`src/rtl/adder_pipe_gen.sv`:
```
// adder_pipe_gen: pipelined N-bit add/subtract unit with valid/ready handshake.
//   The carry chain is cut into STAGES registered ripple chunks of CHUNK bits.
//   Operands, partial sums and the chunk carry travel together down the pipe,
//   so one operation completes per clock with a fixed latency of STAGES.
// Ports:
//   clk, rst            clock (rising edge), async active-high reset
//   in_valid/in_ready   operand handshake (a, b, ci, sub)
//   a, b [N-1:0]        operands
//   ci                  carry in (add only)
//   sub                 0: a+b+ci, 1: a-b
//   out_valid/out_ready result handshake
//   sum [N:0]           result; sum[N] = carry out (sub: 1 = no borrow)
//   ovf                 signed overflow of sum[N-1:0]

// One pipeline stage: ripples chunk K and registers everything for stage K+1.
module adder_pipe_stage #(
  parameter int N     = 16,
  parameter int CHUNK = 4,
  parameter int K     = 0
) (
  input  logic         clk,
  input  logic         rst,
  input  logic         en,
  input  logic         i_vld,
  input  logic [N-1:0] i_a,
  input  logic [N-1:0] i_b,
  input  logic [N-1:0] i_s,
  input  logic         i_c,
  output logic         o_vld,
  output logic [N-1:0] o_a,
  output logic [N-1:0] o_b,
  output logic [N-1:0] o_s,
  output logic         o_c
);
  localparam int LO = K * CHUNK;

  logic [CHUNK:0]   w_cy;
  logic [CHUNK-1:0] w_sum;
  logic [N-1:0]     w_s;

  assign w_cy[0] = i_c;

  for (genvar j = 0; j < CHUNK; j++) begin : g_fa
    logic w_p;
    assign w_p       = i_a[LO+j] ^ i_b[LO+j];
    assign w_sum[j]  = w_p ^ w_cy[j];
    assign w_cy[j+1] = (i_a[LO+j] & i_b[LO+j]) | (w_cy[j] & w_p);
  end

  // Low chunks already computed pass through; this chunk is filled in.
  always_comb begin
    w_s            = i_s;
    w_s[LO+:CHUNK] = w_sum;
  end

  always_ff @(posedge clk or posedge rst) begin
    if (rst) begin
      o_vld <= 1'b0;
      o_a   <= '0;
      o_b   <= '0;
      o_s   <= '0;
      o_c   <= 1'b0;
    end else if (en) begin
      o_vld <= i_vld;
      o_a   <= i_a;
      o_b   <= i_b;
      o_s   <= w_s;
      o_c   <= w_cy[CHUNK];
    end
  end
endmodule

module adder_pipe_gen #(
  parameter int N      = 16,
  parameter int STAGES = 4
) (
  input  logic         clk,
  input  logic         rst,
  input  logic         in_valid,
  output logic         in_ready,
  input  logic [N-1:0] a,
  input  logic [N-1:0] b,
  input  logic         ci,
  input  logic         sub,
  output logic         out_valid,
  input  logic         out_ready,
  output logic [N:0]   sum,
  output logic         ovf
);
  localparam int CHUNK = N / STAGES;

  if (N % STAGES != 0) begin : g_bad_cfg
    $error("adder_pipe_gen: N must be a multiple of STAGES");
  end

  // Index 0 is the combinational stage-0 input; index k+1 is stage k's register.
  logic [STAGES:0]        vld_pipe;
  logic [STAGES:0][N-1:0] w_a, w_b, w_s;
  logic [STAGES:0]        w_c;
  logic                   w_en;
  logic                   w_unused;

  // Whole pipe advances together; a stalled output freezes every stage.
  assign w_en     = ~vld_pipe[STAGES] | out_ready;
  assign in_ready = w_en;

  // Subtract is a + ~b + 1: invert b and force the initial carry.
  assign vld_pipe[0] = in_valid;
  assign w_a[0]      = a;
  assign w_b[0]      = sub ? ~b : b;
  assign w_s[0]      = '0;
  assign w_c[0]      = sub | ci;

  for (genvar k = 0; k < STAGES; k++) begin : g_stage
    adder_pipe_stage #(.N(N), .CHUNK(CHUNK), .K(k)) u_stage (
      .clk   (clk),
      .rst   (rst),
      .en    (w_en),
      .i_vld (vld_pipe[k]),
      .i_a   (w_a[k]),
      .i_b   (w_b[k]),
      .i_s   (w_s[k]),
      .i_c   (w_c[k]),
      .o_vld (vld_pipe[k+1]),
      .o_a   (w_a[k+1]),
      .o_b   (w_b[k+1]),
      .o_s   (w_s[k+1]),
      .o_c   (w_c[k+1])
    );
  end

  assign out_valid = vld_pipe[STAGES];
  assign sum       = {w_c[STAGES], w_s[STAGES]};
  // Only the sign bits of the final operands feed the overflow test.
  assign ovf       = (w_a[STAGES][N-1] == w_b[STAGES][N-1]) &
                     (w_s[STAGES][N-1] != w_a[STAGES][N-1]);
  assign w_unused  = ^{w_a[STAGES], w_b[STAGES]};
endmodule

```
`config.mk`:
```
export PLATFORM = sky130hd
export DESIGN_NAME = adder_pipe_gen
export DESIGN_NICKNAME = d
export VERILOG_FILES = /design/src/rtl/adder_pipe_gen.sv
export SDC_FILE = /design/constraint.sdc
export NUM_CORES = 1
export LEC_CHECK = 0
export CAP_MARGIN = 20
export CORE_MARGIN = 4
export CORE_UTILIZATION = 60
export CTS_CLUSTER_DIAMETER = 50
export DETAILED_ROUTE_END_ITERATION = 10
export PLACE_DENSITY_LB_ADDON = 0.08
export SLEW_MARGIN = 25
export SYNTH_ARGS = -nofsm -noshare
export SYNTH_HDL_FRONTEND = slang
export SYNTH_SLANG_ARGS = --single-unit
export TNS_END_PERCENT = 1
```
`constraint.sdc`:
```
create_clock -name clk -period 5.92 [get_ports clk]
set_input_delay 1.776 -clock clk [delete_from_list [all_inputs] [get_ports clk]]
set_output_delay 1.776 -clock clk [all_outputs]
set_load 0.02 [all_outputs]
```
==> Word level (Yosys, flattened, before mapping) <==
Cells that the tools add are included.
{ "word_totals": {"inputBits": 38, "reg_bits": 176, "elab_cells": 108, "out_inout_bits": 20} }
{ "op_classes": {"eq_ne": 2, "mux": 1, "n_bitwise": 85} }
{ "ops": {"columns": ["cell", "count"], "rows": [
  ["$and 1x1->1", 33],
  ["$xor 1x1->1", 32],
  ["$or 1x1->1", 18],
  ["$mux 16", 1],
  ["$not 16->16", 1],
  ["$eq 1x1->1", 1],
  ["$ne 1x1->1", 1],
  ["$not 1->1", 1]
]} }

==> Logic depth before layout (Yosys ltp) <==
Gate-level depths: netlist (run 1).
{ "depth": {"ltp_word": 11, "mapped_depth": 10, "ltp_nobuf": 8} }

==> Hierarchy <==
From an unflattened synthesis (run 1), not the netlist that was laid out.
{ "unflattened": {"hier_cells": 509, "area_unflattened_um2": 8997.4} }
{ "modules_own_cells": {"columns": ["module", "instances", "seq_area_each_um2", "area_each_um2", "cells_per_inst"], "rows": [
  ["adder_pipe_stage at g_stage[0].u_stage ...", 3, 1251.2, 2193.4, 121],
  ["adder_pipe_stage at g_stage[3].u_stage", 1, 1251.2, 2205.9, 121],
  ["adder_pipe_gen", 1, 0.0, 211.5, 25]
]} }

==> Worst setup path before layout (run 1) <==
OpenSTA, ideal clock, no wires.
{ "synth_path": {"path_kind": "input-to-output", "from": "in out_ready", "to": "out in_ready", "path_buffers": 3, "setup_slack_ps": 1775, "stages": 4, "required_time_ps": 4144, "arrival_time_ps": 2369, "path_cell_list": "nand2b_4 > buf_12 > buf_8 > buf_6"} }
{ "synth_via": {"elab_chain_len": 1} }
{ "synth_lines": {"columns": ["element", "line", "text"], "rows": [
  ["from (decl)", "86", "input logic out_ready,"],
  ["$or 1x1->1", "104", "assign w_en = ~vld_pipe[STAGES] | out_ready;"],
  ["to (decl)", "80", "output logic in_ready,"]
]} }
Every way passes these cells.

==> Worst setup path after layout (run 1) <==
Ends and elaborated chain as after synthesis.

==> impl_metrics.py, run 1 <==
metrics = {
    "run_status": {
        "status": "finished, final reports clean",
    },
    "cts": {
        "max-clock-path-buffers": 2,
        "source_to_sink_clock_delay_at_the_later_pin_of_the_worst_skew_pair_ns": 0.35,
        "cts_root_buffer": "clkbuf_8",
        "cts_post_setup_buffers_inserted": 0,
        "cts.reportedPaths.clkPinSlew_ns": 0.08,
        "cts.repair.resized": 0,
        "cts_hold_repair.buffers": 0,
        "cts.htree.levels": 3,
        "cts_tree": "done",
        "numClockSinks": 98,
        "cts_buffers": 9,
    },
    "floorplan": {
        "floorplan.die_area_um2": 9394,
        "die_h_um": 96.93,
        "floorplan.initialDensity": 0.6140,
        "die_x_um": 96.93,
        "fp-row-count": 32,
        "floorplan.core_area_um2": 7727,
        "num_io_pins": 58,
    },
    "sta": {
        "finalCriticalPeriod_ns": 4.967,
        "pin_slew_with_the_least_headroom_to_its_limit_ns": 0.9571,
        "hold_violations_final": 0,
        "min_period_over_period": 0.8390,
        "setup_viol": 0,
        "fin_ws_ns": 0.9530,
        "totalNegativeSetupSlack_ns": 0,
        "max-slew-margin-rel": 0.3620,
        "clock.fmax_mhz": 201.3,
        "final_slew_viol_count": 0,
        "worst_hold_slack_ns": 0.4858,
        "timing.clock.skew_ns": 0.008410,
        "grt_setup_unrepaired": "false",
    },
    "route": {
        "route.detailed.vias_per_inst": 5.043,
        "drtPass1Iterations": 3,
        "vias": 2254,
        "average_routed_wire_per_standard_cell_um": 15.81,
        "number_of_routed_nets_with_antenna_violations": 0,
        "drt-total-wl_mm": 7.066,
        "drc_errors": 0,
        "drt_iter0_markers": 66,
    },
    "power_and_ir_drop": {
        "seqPwrFrac": 0.418,
        "share_clk_of_total_power": 0.152,
        "p_sw_frac": 0.3109,
        "vdd.ir_drop.worst_mv": 0.2900,
        "comb_power_share": 0.430,
        "power_leakage_nw": 2.584,
        "power.internal_mw": 1.933,
        "total_switching_power_mw": 0.8719,
        "power.density_nw_per_um2": 515.9,
    },
    "yosys": {
        "cell_variety_after_synth": 20,
        "dominant_cells_by_area_after_synthesis": "dfrtp_1 52%, mux2_4 27%, fa_1 6.8%",
        "yosys_warnings": 0,
        "synth.yosys.seq_area_share": 0.5169,
        "postSynthCellCount": 284,
        "yosys.area.top_type": "dfrtp_1",
        "synth.ff_latch_count": 98,
        "synthesis.nets": 338,
        "synth.cell_area_um2": 4745,
        "post-synth-top-area-fraction": 0.5169,
        "postSynthAreaPerCell_um2": 16.71,
    },
    "hold_path": {
        "hold_class": "flop to flop",
        "min_delay_path_depth": 1,
    },
    "placement": {
        "routabilityCongestion": 0.6987,
        "dpl_cell_area_um2": 5243,
        "port_buffers": 57,
        "post-place-cells": 432,
        "detailed_place_hpwl_mm": 4.746,
        "place_worst_setup_slack_ns": 0.9460,
    },
    "global_routing": {
        "grt_pass1_vias": 2395,
        "first_pass_grt_wire_length_mm": 12.10,
        "all_layer_gr_usage": 0.1624,
        "antenna_violations_before_repair": 0,
        "globalRoute.totalOverflow": 0,
        "grt_max_degree": 60,
    },
    "worst_setup_path": {
        "critical_path_depth": 4,
        "worstRegToRegCells": 4,
        "setup.worst_path.class": "primary input to output pin",
        "critical_path.endpoint_type": "output pin",
        "crit_family": "buffers and inverters",
        "delay_contributed_by_the_slowest_stage_of_the_critical_path_ns": 0.62,
        "cp.required_ns": 4.14,
        "path_common_cell": "clkdlybuf4s50_1",
        "setup.worst_path.start_class": "primary input",
        "path_max_fanout": 11,
        "crit_path_cells": "clkdlybuf4s50_1 -> buf_4 -> nand2b_4 -> clkdlybuf4s50_1",
        "cp.buffers_inverters": 3,
        "critPathArrivalTime_ns": 3.19,
        "critical-path-slowest-cell": "clkdlybuf4s50_1",
    },
    "final_layout": {
        "layout.nets": 395,
        "flow.area_growth_from_synthesis_pct": 14.58,
        "layout_common_cells": "98 x dfrtp_1, 85 x mux2_4, 57 x clkdlybuf4s50_1",
        "final_layout_size_suffix_gt1_frac": 0.3333,
        "most_common_cell_after_layout_fill_and_taps_aside": "dfrtp_1",
        "diodes": 0,
        "filler_cell_count": 517,
        "stdcell_area_um2": 5436,
        "layoutNonFillerInstCount": 447,
    },
    "job": {
        "maxCapViolCount": 0,
    },
}
-- power groups by stage --
stage                     Sequential, mW  Clock [mW]  Combinational, mW
after CTS                           1.18       0.438               1.22
after global routing                1.22       0.468               1.32
final                               1.17       0.427               1.21
after global placement              1.18           0               1.18
after floorplan                     1.20           0              0.950
after detailed placement            1.19           0               1.22
-- final timing paths --
kind                                           from                    endpoint  slack, ns
max in group asynchronous                       rst  g_stage[1].u_stage.o_a[11]       3.05
setup / recovery                          out_ready                    in_ready       0.95
hold reg to reg            g_stage[2].u_stage.o_vld    g_stage[3].u_stage.o_vld       0.49
hold / removal             g_stage[2].u_stage.o_vld    g_stage[3].u_stage.o_vld       0.49
setup reg to reg           g_stage[3].u_stage.o_vld   g_stage[0].u_stage.o_a[6]       3.22
min in group asynchronous                       rst   g_stage[2].u_stage.o_s[9]       1.90
-- Yosys cell counts, drive strengths merged --
| cell type | instances |
|---|---|
| dfrtp | 98 |
| mux2 | 85 |
| inv | 25 |
| fa | 16 |
| buf | 14 |
| xor2 | 13 |
| a21oi | 10 |
| nor3b | 10 |
| nand2b | 3 |
| xnor2 | 3 |
| clkbuf | 2 |
| mux2i | 2 |
| nand2 | 1 |
| o22ai | 1 |
| or2 | 1 |
-- state kept, by name, summed over array words and instances (netlist names) --
name and cells:
g_stage.u_stage.o_a 25, g_stage.u_stage.o_vld 4, g_stage.u_stage.o_c 4, g_stage.u_stage.o_b 25
g_stage.u_stage.o_s 40
-- cell type report --
class	count	area (um2)	share of cell area
Clock inverter	4	52.55	0.009666
Tap cell	102	127.6	0.02348
Clock buffer	11	141.4	0.02601
Inverter	25	96.34	0.01772
Timing Repair Buffer	62	608.1	0.1119
Sequential cell	98	2452	0.4511
Multi-Input combinational cell	145	1958	0.3602
-- per-stage QoR --
| stage | util | power [mW] |
|---|---|---|
| after floorplan | - | 2.146 |
| after global placement | 0.6784 | 2.355 |
| after detailed placement | 0.6784 | 2.407 |
| after CTS | 0.7035 | 2.839 |
| after global routing | 0.7035 | 3.002 |
| final | 0.7035 | 2.804 |
-- metal layers --
layer | vias to the layer above | share of wire | GRT usage
met5 | - | 0 | 0
met4 | 0 | 0.021 | 0.07451
met3 | 12 | 0.033 | 0.03100
met2 | 40 | 0.47 | 0.2431
met1 | 1158 | 0.48 | 0.2313
li1 | 1044 | - | -
-- cells by family after synthesis --
| family | count (synthesis) | synth area share |
|---|---|---|
| flops | 98 | 0.5169 |
| mux | 87 | 0.2732 |
| buf+inv | 41 | 0.07041 |
| xor+xnor | 16 | 0.02954 |
| fa+ha+maj | 16 | 0.06751 |
| simple gates | 15 | 0.02347 |
| compound gates | 11 | 0.01899 |
Note: power is estimated with default switching activity, not from simulation.
==> run 2: changes to the inputs <==
--- a/config.mk
+++ b/config.mk
@@ -7,7 +7,7 @@
 export LEC_CHECK = 0
 export CAP_MARGIN = 20
 export CORE_MARGIN = 4
-export CORE_UTILIZATION = 60
+export CORE_UTILIZATION = 50
 export CTS_CLUSTER_DIAMETER = 50
 export DETAILED_ROUTE_END_ITERATION = 10
 export PLACE_DENSITY_LB_ADDON = 0.08
==> constraint.sdc (replaced) <==
create_clock -name clk -period 4.1 [get_ports clk]
set_input_delay 1.23 -clock clk [delete_from_list [all_inputs] [get_ports clk]]
set_output_delay 1.23 -clock clk [all_outputs]
set_load 0.02 [all_outputs]
==> run 2 against run 1 <==
Compared with the run above:
- combinational power increased by 43%
- non-clock buffer count decreased by 1
- via count decreased by 1.2%
- critical path type unchanged
- largest cell class unchanged
==> impl_metrics.py, run 2 (synthesized netlist as in run 1, its figures left out) <==
metrics = {
    "sta": {
        "pin_slew_with_the_least_headroom_to_its_limit_ns": 0.7734,
        "max-slew-margin-rel": 0.4844,
        "setup_viol": 0,
        "final_slew_viol_count": 0,
        "totalNegativeSetupSlack_ns": 0,
        "timing.clock.skew_ns": 0.01281,
        "finalCriticalPeriod_ns": 3.689,
        "grt_setup_unrepaired": "false",
        "hold_violations_final": 0,
        "clock.fmax_mhz": 271.1,
        "min_period_over_period": 0.8998,
    },
    "worst_setup_path": {
        "setup.worst_path.class": "primary input to output pin",
        "critical_path.endpoint_type": "output pin",
        "setup.worst_path.start_class": "primary input",
        "critPathArrivalTime_ns": 2.46,
        "regToRegSetupSlack_ns": 1.85,
        "worstRegToRegCells": 8,
        "cp.required_ns": 2.87,
        "path_max_fanout": 2,
    },
    "floorplan": {
        "die_x_um": 105.4,
        "num_io_pins": 58,
        "die_h_um": 105.4,
        "floorplan.core_area_um2": 9240,
        "floorplan.die_area_um2": 11110,
        "fp-row-count": 35,
        "floorplan.initialDensity": 0.5135,
    },
    "placement": {
        "routabilityCongestion": 0.6938,
        "detailed_place_hpwl_mm": 4.631,
        "dpl_cell_area_um2": 5294,
        "post-place-cells": 458,
        "port_buffers": 57,
    },
    "final_layout": {
        "most_common_cell_after_layout_fill_and_taps_aside": "dfrtp_1",
        "final_layout_size_suffix_gt1_frac": 0.3333,
        "largest_reg_flops": 40,
        "filler_cell_count": 739,
        "diodes": 0,
        "layout_common_cells": "98 x dfrtp_1, 85 x mux2_4, 57 x clkdlybuf4s50_1",
        "layout.nets": 394,
        "largest-register": "g_stage.u_stage.o_s",
        "layoutNonFillerInstCount": 474,
        "flow.area_growth_from_synthesis_pct": 16.17,
        "stdcell_area_um2": 5512,
        "final_util": 0.5965,
        "biggestRegsByFlops": "g_stage.u_stage.o_s: 40 flops, g_stage.u_stage.o_a: 25 flops, g_stage.u_stage.o_b: 25 flops",
    },
    "power_and_ir_drop": {
        "post-layout-total-power_mw": 4.090,
        "vdd.ir_drop.worst_mv": 0.4955,
        "power_leakage_nw": 2.608,
        "power.density_nw_per_um2": 742.1,
    },
    "cts": {
        "cts_post_setup_buffers_inserted": 0,
        "cts_hold_repair.buffers": 0,
        "cts.reportedPaths.clkPinSlew_ns": 0.09,
        "cts.repair.resized": 0,
        "cts_root_buffer": "clkbuf_8",
        "max-clock-path-buffers": 2,
        "source_to_sink_clock_delay_at_the_later_pin_of_the_worst_skew_pair_ns": 0.35,
        "cts.htree.levels": 3,
        "cts_buffers": 9,
        "numClockSinks": 98,
        "cts_tree": "done",
    },
    "route": {
        "route.detailed.vias_per_inst": 4.698,
        "drtPass1Iterations": 4,
        "vias": 2227,
        "drt_iter0_markers": 84,
        "number_of_routed_nets_with_antenna_violations": 0,
        "drt-total-wl_mm": 7.053,
        "average_routed_wire_per_standard_cell_um": 14.88,
        "drc_errors": 0,
    },
    "global_routing": {
        "first_pass_grt_wire_length_mm": 12.14,
        "grt_pass1_vias": 2387,
        "grt_max_degree": 99,
        "antenna_violations_before_repair": 0,
        "globalRoute.totalOverflow": 0,
        "all_layer_gr_usage": 0.1373,
    },
    "run_status": {
        "status": "finished, final reports clean",
    },
    "hold_path": {
        "hold_class": "flop to flop",
        "min_delay_path_depth": 1,
    },
    "job": {
        "maxCapViolCount": 0,
    },
}
run 2: path summary, 6_finish.rpt:
kind | from | end
hold reg to reg | g_stage[2].u_stage.o_vld | g_stage[3].u_stage.o_vld
setup / recovery | out_ready | in_ready
setup reg to reg | g_stage[2].u_stage.o_c | g_stage[3].u_stage.o_s[15]
max in group asynchronous | rst | g_stage[1].u_stage.o_b[8]
hold / removal | g_stage[2].u_stage.o_vld | g_stage[3].u_stage.o_vld
min in group asynchronous | rst | g_stage[3].u_stage.o_s[12]
run 2: stage by stage:
step	setup slack (ns)	hold slack (ns)
floorplan	0.3079	0.4349
global placement	0.2082	0.4507
detailed placement	0.1734	0.4522
CTS	0.3985	0.4764
global route	0.3869	0.4927
finish	0.4107	0.4755
run 2: metal layers:
| layer | track usage | vias up | routed length (um) |
|---|---|---|---|
| met3 | 0.02388 | 6 | 229 |
| li1 | - | 1050 | - |
| met1 | 0.1993 | 1130 | 3492 |
| met5 | 0 | - | 0 |
| met2 | 0.2063 | 41 | 3250 |
| met4 | 0.05342 | 0 | 81 |
run 2: area by class of cell:
cell class	instances	area [um2]	area share
sequential	98	2452	0.4449
multi-input combinational	145	1958	0.3553
inverter	25	96.34	0.01748
clock buffer	10	127.6	0.02316
timing repair buffer	61	625.6	0.1135
tap	129	161.4	0.02928
clock inverter	6	90.09	0.01635
run 2: critical path, stage by stage:
cell	delay [ns]
clkdlybuf4s50_1	0.47
nand2b_4	0.14
clkdlybuf4s50_1	0.61
run 2: where the power goes:
part	leakage (nW)	total (mW)	internal [mW]	switching, mW
Combinational	1.37	1.73	1.09	0.639
Sequential	1.13	1.69	1.40	0.284
Clock	0.107	0.677	0.346	0.330
Total	2.61	4.09	2.84	1.25
